==> config.mk <==
export PLATFORM = sky130hd
export DESIGN_NAME = unary_encoder
export DESIGN_NICKNAME = d
export VERILOG_FILES = /design/src/rtl/unary_pkg.sv /design/src/rtl/unary_encoder.sv
export SDC_FILE = /design/constraint.sdc
export NUM_CORES = 1
export LEC_CHECK = 0
export CELL_PAD_IN_SITES_DETAIL_PLACEMENT = 1
export CELL_PAD_IN_SITES_GLOBAL_PLACEMENT = 1
export CORE_MARGIN = 2
export CORE_UTILIZATION = 40
export CTS_BUF_LIST = sky130_fd_sc_hd__clkbuf_4 sky130_fd_sc_hd__clkbuf_8
export DETAILED_ROUTE_END_ITERATION = 12
export PLACE_DENSITY_LB_ADDON = 0.1
export SLEW_MARGIN = 20
export SYNTH_ARGS = -nofsm -noshare
export SYNTH_HDL_FRONTEND = slang
export SYNTH_SLANG_ARGS = --single-unit
export TNS_END_PERCENT = 1
==> constraint.sdc <==
create_clock -name clk -period 2.2 [get_ports clk]
set_input_delay 0.33 -clock clk [delete_from_list [all_inputs] [get_ports clk]]
set_output_delay 0.33 -clock clk [all_outputs]
set_load 0.02 [all_outputs]
==> src/rtl/unary_pkg.sv <==
`default_nettype none
// ============================================================================
// Module      : unary_pkg
// Description : Shared types and helpers for the unary shift-MAC datapath.
//               Holds the encoder state enum and the width helper used by
//               unary_encoder, unary_adder and their counters.
// Revision    : 1.0 - initial release
// ============================================================================
package unary_pkg;

    // Encoder frame states: waiting, payload window, trailing zero window.
    typedef enum logic [1:0] {
        IDLE  = 2'd0,
        EMIT  = 2'd1,
        DRAIN = 2'd2
    } unary_enc_state_t;

    // Bits needed to hold any value in 0..max_val.
    function automatic int unary_width(input int max_val);
        return $clog2(max_val + 1);
    endfunction

endpackage
`default_nettype wire

==> src/rtl/unary_encoder.sv <==
`default_nettype none
// ============================================================================
// Module      : unary_encoder
// Description : Binary-to-unary front end. Accepts a binary operand over a
//               valid/ready handshake and emits it as a contiguous burst of
//               1s at the start of a fixed MAX+GAP cycle frame. Values above
//               MAX are clamped to MAX and flagged on sat for the frame.
// Ports       : clk          - clock, all state on rising edge
//               reset_n      - asynchronous active-low reset
//               in_valid     - in_value is presented
//               in_ready     - encoder accepts a value this cycle
//               in_value     - unsigned binary operand (W bits)
//               out          - registered unary stream bit
//               frame_start  - registered pulse on frame cycle 0
//               frame_done   - registered pulse on frame cycle MAX+GAP-1
//               sat          - accepted value was clamped (whole frame)
// Revision    : 1.0 - initial release
// ============================================================================
module unary_encoder
    import unary_pkg::*;
#(
    parameter int MAX = 16,
    parameter int GAP = 2,
    parameter int W   = unary_width(MAX)
) (
    input  logic         clk,
    input  logic         reset_n,
    input  logic         in_valid,
    output logic         in_ready,
    input  logic [W-1:0] in_value,
    output logic         out,
    output logic         frame_start,
    output logic         frame_done,
    output logic         sat
);

    // Frame counter spans EMIT and DRAIN: 0..MAX+GAP-1.
    localparam int CW = unary_width(MAX + GAP - 1);

    localparam logic [W-1:0]  c_max        = W'(MAX);
    localparam logic [CW-1:0] c_emit_last  = CW'(MAX - 1);
    localparam logic [CW-1:0] c_frame_last = CW'(MAX + GAP - 1);

    unary_enc_state_t r_state;
    unary_enc_state_t w_state_nxt;
    logic [CW-1:0]    r_cnt;
    logic [CW-1:0]    w_cnt_nxt;
    logic [W-1:0]     r_val;
    logic [W-1:0]     w_val_nxt;
    logic             r_sat;
    logic             w_sat_nxt;
    logic             r_out;
    logic             w_out_nxt;
    logic             r_frame_start;
    logic             r_frame_done;
    logic             w_frame_done_nxt;

    logic             w_ready;
    logic             w_xfer;
    logic             w_over;
    logic [W-1:0]     w_clamped;

    // Ready depends on state only so a producer may wait on it freely.
    assign w_ready   = (r_state == IDLE) ||
                       ((r_state == DRAIN) && (r_cnt == c_frame_last));
    assign w_xfer    = in_valid && w_ready;
    assign w_over    = (in_value > c_max);
    assign w_clamped = w_over ? c_max : in_value;

    // Next-state logic. The registered outputs are computed from the next
    // state so that they line up with state/cnt: during frame cycle k the
    // FSM sits at cnt==k and out already shows bit k.
    always_comb begin
        w_state_nxt      = r_state;
        w_cnt_nxt        = r_cnt;
        w_val_nxt        = r_val;
        w_sat_nxt        = r_sat;
        w_out_nxt        = 1'b0;
        w_frame_done_nxt = 1'b0;

        case (r_state)
            IDLE: begin
                w_cnt_nxt = '0;
            end
            EMIT: begin
                w_cnt_nxt = r_cnt + CW'(1);
                if (r_cnt == c_emit_last) begin
                    w_state_nxt = DRAIN;
                end
            end
            DRAIN: begin
                if (r_cnt == c_frame_last) begin
                    // Falls back to IDLE unless a new transfer below
                    // overrides it with a bubble-free restart.
                    w_state_nxt = IDLE;
                    w_cnt_nxt   = '0;
                    w_sat_nxt   = 1'b0;
                end else begin
                    w_cnt_nxt = r_cnt + CW'(1);
                end
            end
            default: begin
                w_state_nxt = IDLE;
                w_cnt_nxt   = '0;
                w_sat_nxt   = 1'b0;
            end
        endcase

        if (w_xfer) begin
            w_state_nxt = EMIT;
            w_cnt_nxt   = '0;
            w_val_nxt   = w_clamped;
            w_sat_nxt   = w_over;
        end

        // Zero-extend both sides to a common width for the compare.
        if (w_state_nxt == EMIT) begin
            w_out_nxt = ({{W{1'b0}}, w_cnt_nxt} < {{CW{1'b0}}, w_val_nxt});
        end

        w_frame_done_nxt = (w_state_nxt == DRAIN) && (w_cnt_nxt == c_frame_last);
    end

    always_ff @(posedge clk or negedge reset_n) begin
        if (!reset_n) begin
            r_state       <= IDLE;
            r_cnt         <= '0;
            r_val         <= '0;
            r_sat         <= 1'b0;
            r_out         <= 1'b0;
            r_frame_start <= 1'b0;
            r_frame_done  <= 1'b0;
        end else begin
            r_state       <= w_state_nxt;
            r_cnt         <= w_cnt_nxt;
            r_val         <= w_val_nxt;
            r_sat         <= w_sat_nxt;
            r_out         <= w_out_nxt;
            r_frame_start <= w_xfer;
            r_frame_done  <= w_frame_done_nxt;
        end
    end

    assign in_ready    = w_ready;
    assign out         = r_out;
    assign frame_start = r_frame_start;
    assign frame_done  = r_frame_done;
    assign sat         = r_sat;

endmodule
`default_nettype wire

# Word level (Yosys, flattened, before mapping)
# Index checks and enable logic that the tools add are counted.
# totals
output_inout_bits	5
ff_bits	16
word_cells	39
# classes
order_cmp	2
add_sub_neg	1
n_reduce_logical	7
muxes	13
n_eq_ne	9
# ops
operator	n
$mux 5	4
$eq 5x5->1 const B	2
$pmux 5 s2	1
$mux 2	3
$pmux 2 s3	1
$add 5x1->5 const B	1
$eq 5x4->1 const B	1
$gt 5x5->1 const B	1
$lt 5x5->1	1
$eq 2x1->1 const B	2
$eq 2x2->1 const B	2
$logic_and 1x1->1	3
$mux 1	3
$ne 3x2->1 const B	1
$logic_not 2->1	1
$ne 2x1->1 const B	1
$pmux 1 s2	1
$reduce_and 2->1	1
$reduce_or 2->1	1
$logic_or 1x1->1	1

# Longest topological paths before layout
# Gate-level depths: netlist of run 1.
# logic_depth
ltp_word	7
depth_mapped	13

# Least setup slack after synthesis of run 1
# No wires, ideal clock.
# synth_path
kind	register to register
startpoint	register r_cnt[0]
endpoint	register r_out (netlist: out)
path_stages_with_launch	13
setup_slack_ps	-212
synth_period_minus_slack_ps	2412
path_buffers	2
arrival_ps	2344
required_time_ps	2132
cell_sequence	dfrtp_1 -> ha_1 -> nand4bb_4 -> o21a_1 -> buf_6 -> buf_2 -> nand3_1 -> nor2_1 -> ha_1 -> a21o_1 -> a21o_1 -> a21oi_1 -> and4b_1
# synth_via
elab_chain_cells	7
# synth_lines
element	line_no	text
start, declared	unary_encoder.sv:46	logic [CW-1:0] r_cnt;
start signal, assigned	unary_encoder.sv:135	r_cnt <= w_cnt_nxt;
parallel branches: the longest is 4 deep, another holds $add 5x1->5	n/a	
$mux 5 *	unary_encoder.sv:109	if (w_xfer) begin
via w_cnt_nxt[2]	unary_encoder.sv:47	logic [CW-1:0] w_cnt_nxt;
$lt 5x5->1 *	unary_encoder.sv:118	w_out_nxt = ({{W{1'b0}}, w_cnt_nxt} < {{CW{1'b0}}, w_val_nxt});
$mux 1 *	unary_encoder.sv:117	if (w_state_nxt == EMIT) begin
via w_out_nxt	unary_encoder.sv:53	logic w_out_nxt;
end signal, assigned	unary_encoder.sv:138	r_out <= w_out_nxt;
end, declared	unary_encoder.sv:52	logic r_out;
# Mark *: on every way through the listed nets, which the timed path passes.
# A chain may end at the register's enable or synchronous reset.

# Final worst setup path of run 1
# layout_path
startpoint	register r_cnt[1]
endpoint	register r_out (netlist: out)
# Same word-level chain as after synthesis.

==> impl_metrics.toml, run 1 <==
[power]
combPwrFrac_pct = 56.1
power.switching_mw = 0.530
total_power_mw = 1.40
ir_drop_uv = 637
clkPwrFrac_pct = 13.8
powerDensity_nw_per_um2 = 969
leakage_nw = 0.681
p_sw_share_pct = 37.9
p_int_mw = 0.867
p_seq_share_pct = 30.1

[final_layout]
layout.nets = 149
nFillCells = 243
antennaDiodeCount = 0
syn2layout_area_growth_pct = 47.3
drive_gt1_share_pct = 36.4

[global_route]
grt.overflow.total = 0
grt_pass1_wl_um = 4510
antenna_found_initial = 0
grt_pass1_vias = 985
grt_max_degree = 17
gr-usage-all-layers_pct = 23.0

[synthesis]
synth-async-reset-ratio_pct = 100
ys_warn_count = 0
synth_area_leaders = "dfrtp_1, ha_1, a21o_1"
ys.flop_type = "dfrtp_1"
synth_nets = 107
synth-edff-count = 0
synth.distinct_cells = 32
netlist_area_um2 = 978
synth.ff_latch_count = 16
yosysSeqAreaShare_pct = 40.9
synth_top_area_share_pct = 40.9
synth.largest_area_cell = "dfrtp_1"
syn_inst = 88
synth.avg_cell_area_um2 = 11.1
synth_mux_area_share_pct = 1.02
synth-compound-area-share_pct = 14.2
synthXorXnorAreaFrac_pct = 1.79
synth_top_family_by_area = "simple AND/OR/NAND/NOR gates"
synthAdderAreaFrac_pct = 14.1
yosys.area_share.simple_pct = 24.0

[critical_path]
cp.required_ns = 2.43
crit_family = "compound AO/OA/AOI/OAI gates"
r2r_start = "r_cnt[1]"
critPathBufInv = 3
critPathMaxFanout = 4
path_class = "flop to flop"
startpoint_type = "flop"
r2r_end = "out"
worstRegToRegCells = 13
arrival_ns = 2.55
r2r_slack_ns = -0.11
cpMostUsedCell = "a21o_1"
crit_slowest_cell = "dfrtp_1"
path_cells = "inv_1 > ha_2 > nand4bb_4 > buf_4 > a21o_1 > nand3_4 > buf_6 > nor2_2 > ha_2 > a21o_1 > a21o_1 > a21oi_2 > and4b_1"
setup.worst_path.end_class = "flop"
slowest_delay_ns = 0.38

[run]
drv_cap = 0

[clocking]
cts.sinks = 16
htreeDepth = 1
cts_buffers = 3
cts_tree = "yes"
cts_buffer_depth = 2
clk_latency_ns = 0.29
hold_buffers = 0
cts.clk_slew.worst_paths_ns = 0.09
cts-root-buf = "clkbuf_4"

[route]
vias = 819
drt_first_pass_iters = 2
top_layer = "met4"
wl_met3_um = 100
drc = 0
ant_nets = 0
avgViaCountPerCell = 5.22
drtIter0Drc = 2
routed_wl_um = 2710
met1Wirelength_um = 1060
wl_met2_um = 1500
wl_per_cell_um = 17.3

[placed_design]
hpwl_um = 2080
port_buffers = 12
dp_slack_ns = -0.450
gp_congestion = 0.723

[floorplanning]
die_area_um2 = 2860
initial_utilization_pct = 43.4
fp.dieH_um = 53.5
io_pins = 13
core_um2 = 2250
num_rows = 17
die_width_um = 53.5

[sta]
period_minus_slack_ns = 2.31
hold_viol = 0
final-max-slew-violation-count = 0
tightest_slew_ns = 0.722
finalCritPeriodShare_pct = 105
finalSetupViolations = 1
relSlewSlack_pct = 51.7
finalClockSkew_ns = 0.00362
max_freq_ghz = 0.433
setup_ws_ns = -0.112
rsz0062_at_grt = "yes"

[worst_hold_path]
hold_path.class = "input port to asynchronous set/reset pin"

[outcome]
status = "finished, violations left"
violations = "negative setup slack"
[cell families (layout without fill, tap and decap cells)]
family | Yosys count | in the layout
AND/OR/NAND/NOR | 29 | 29
XOR/XNOR | 2 | 2
flip-flops | 16 | 16
buffers and inverters | 8 | 49
adder cells (fa/ha/maj) | 11 | 11
multiplexers | 1 | 1
AO/OA/AOI/OAI | 21 | 21
[power by group through the flow]
stage | combinational (mW) | sequential, mW | clock [mW]
detailed placement | 0.696 | 0.427 | 0
global route | 0.855 | 0.429 | 0.212
floorplan | 0.376 | 0.457 | 0
finish | 0.783 | 0.421 | 0.193
CTS | 0.765 | 0.421 | 0.199
global placement | 0.672 | 0.423 | 0
[layout by cell type (no fill, tap or decap), types with 2 or more instances in the layout]
master / count
dfrtp_1: 16
ha_1: 7
inv_1: 5
a21oi_1: 4
nor2_1: 2
nand3_1: 3
nand3b_1: 2
nand2_1: 3
o21ai_0: 3
xnor2_1: 2
clkbuf_4: 3
clkdlybuf4s50_1: 11
and4_1: 2
a21o_1: 7
buf_4: 25
ha_2: 3
nor3b_1: 2
nor2b_1: 2
[routing by layer]
| layer | global-route usage, % | up-vias |
|---|---|---|
| met1 | 23.7 | 395 |
| met4 | 4.70 | 0 |
| met5 | 0 | - |
| li1 | - | 404 |
| met2 | 44.7 | 14 |
| met3 | 7.06 | 6 |
[state kept, by name (all words and copies together) (netlist names)]
| register | flops |
|---|---|
| out | 1 |
| r_cnt | 5 |
| r_val | 5 |
| r_state | 2 |
| frame_start | 1 |
| frame_done | 1 |
| sat | 1 |
[synthesized netlist by cell type (all sizes together), types with 2 or more instances]
master	number
nor2b	2
nand2	3
nand3	4
inv	6
a21oi	5
nor3b	4
o21ai	3
nor2	4
buf	2
a21o	7
xnor2	2
dfrtp	16
ha	11
nand3b	2
and4	2
[layout make-up]
cell class / count / area [um^2] / share of cell area (%)
flip-flops and latches: 16 / 400 / 27.8
inverters: 6 / 22.5 / 1.56
multi-input cells: 64 / 609 / 42.3
repair buffers: 39 / 338 / 23.4
well taps: 28 / 35.0 / 2.43
clock buffers: 4 / 36.3 / 2.52
[how the worst max path moves through the flow]
stage                     cells past startpoint     start   to
after detailed placement                     10  in_valid  out
after CTS                                    13  r_cnt[1]  out
after global placement                       10  in_valid  out
after global routing                         13  r_cnt[1]  out
final                                        13  r_cnt[1]  out
after floorplan                              12  r_cnt[0]  out
[per-stage QoR]
step	hold slack (ns)	instance area, um^2	TNS (ns)	utilization [%]	std cells
after detailed placement	0.469	1320	-0.450	58.7	150
after global routing	0.514	1440	-0.252	63.9	157
after global placement	0.462	1320	-0.319	58.7	150
final	0.460	1440	-0.112	63.9	157
after CTS	0.477	1440	-0.141	63.8	157
after floorplan	0.0344	1010	-0.0504	-	88
[what timing repair did]
item	in CTS	in global routing
setup buffers	3	0
endpoints found under the setup margin	2	1
resized for setup	10	1
pin swaps	6	2
No activity file was read; power rests on OpenSTA's default activity.
==> run 2: changes to the inputs <==
- CTS_CLUSTER_DIAMETER: not set -> 120
- HOLD_SLACK_MARGIN: not set -> 0.02
==> results of run 2 <==
The final DEF is identical to that of run 1; final timing and power are the same.
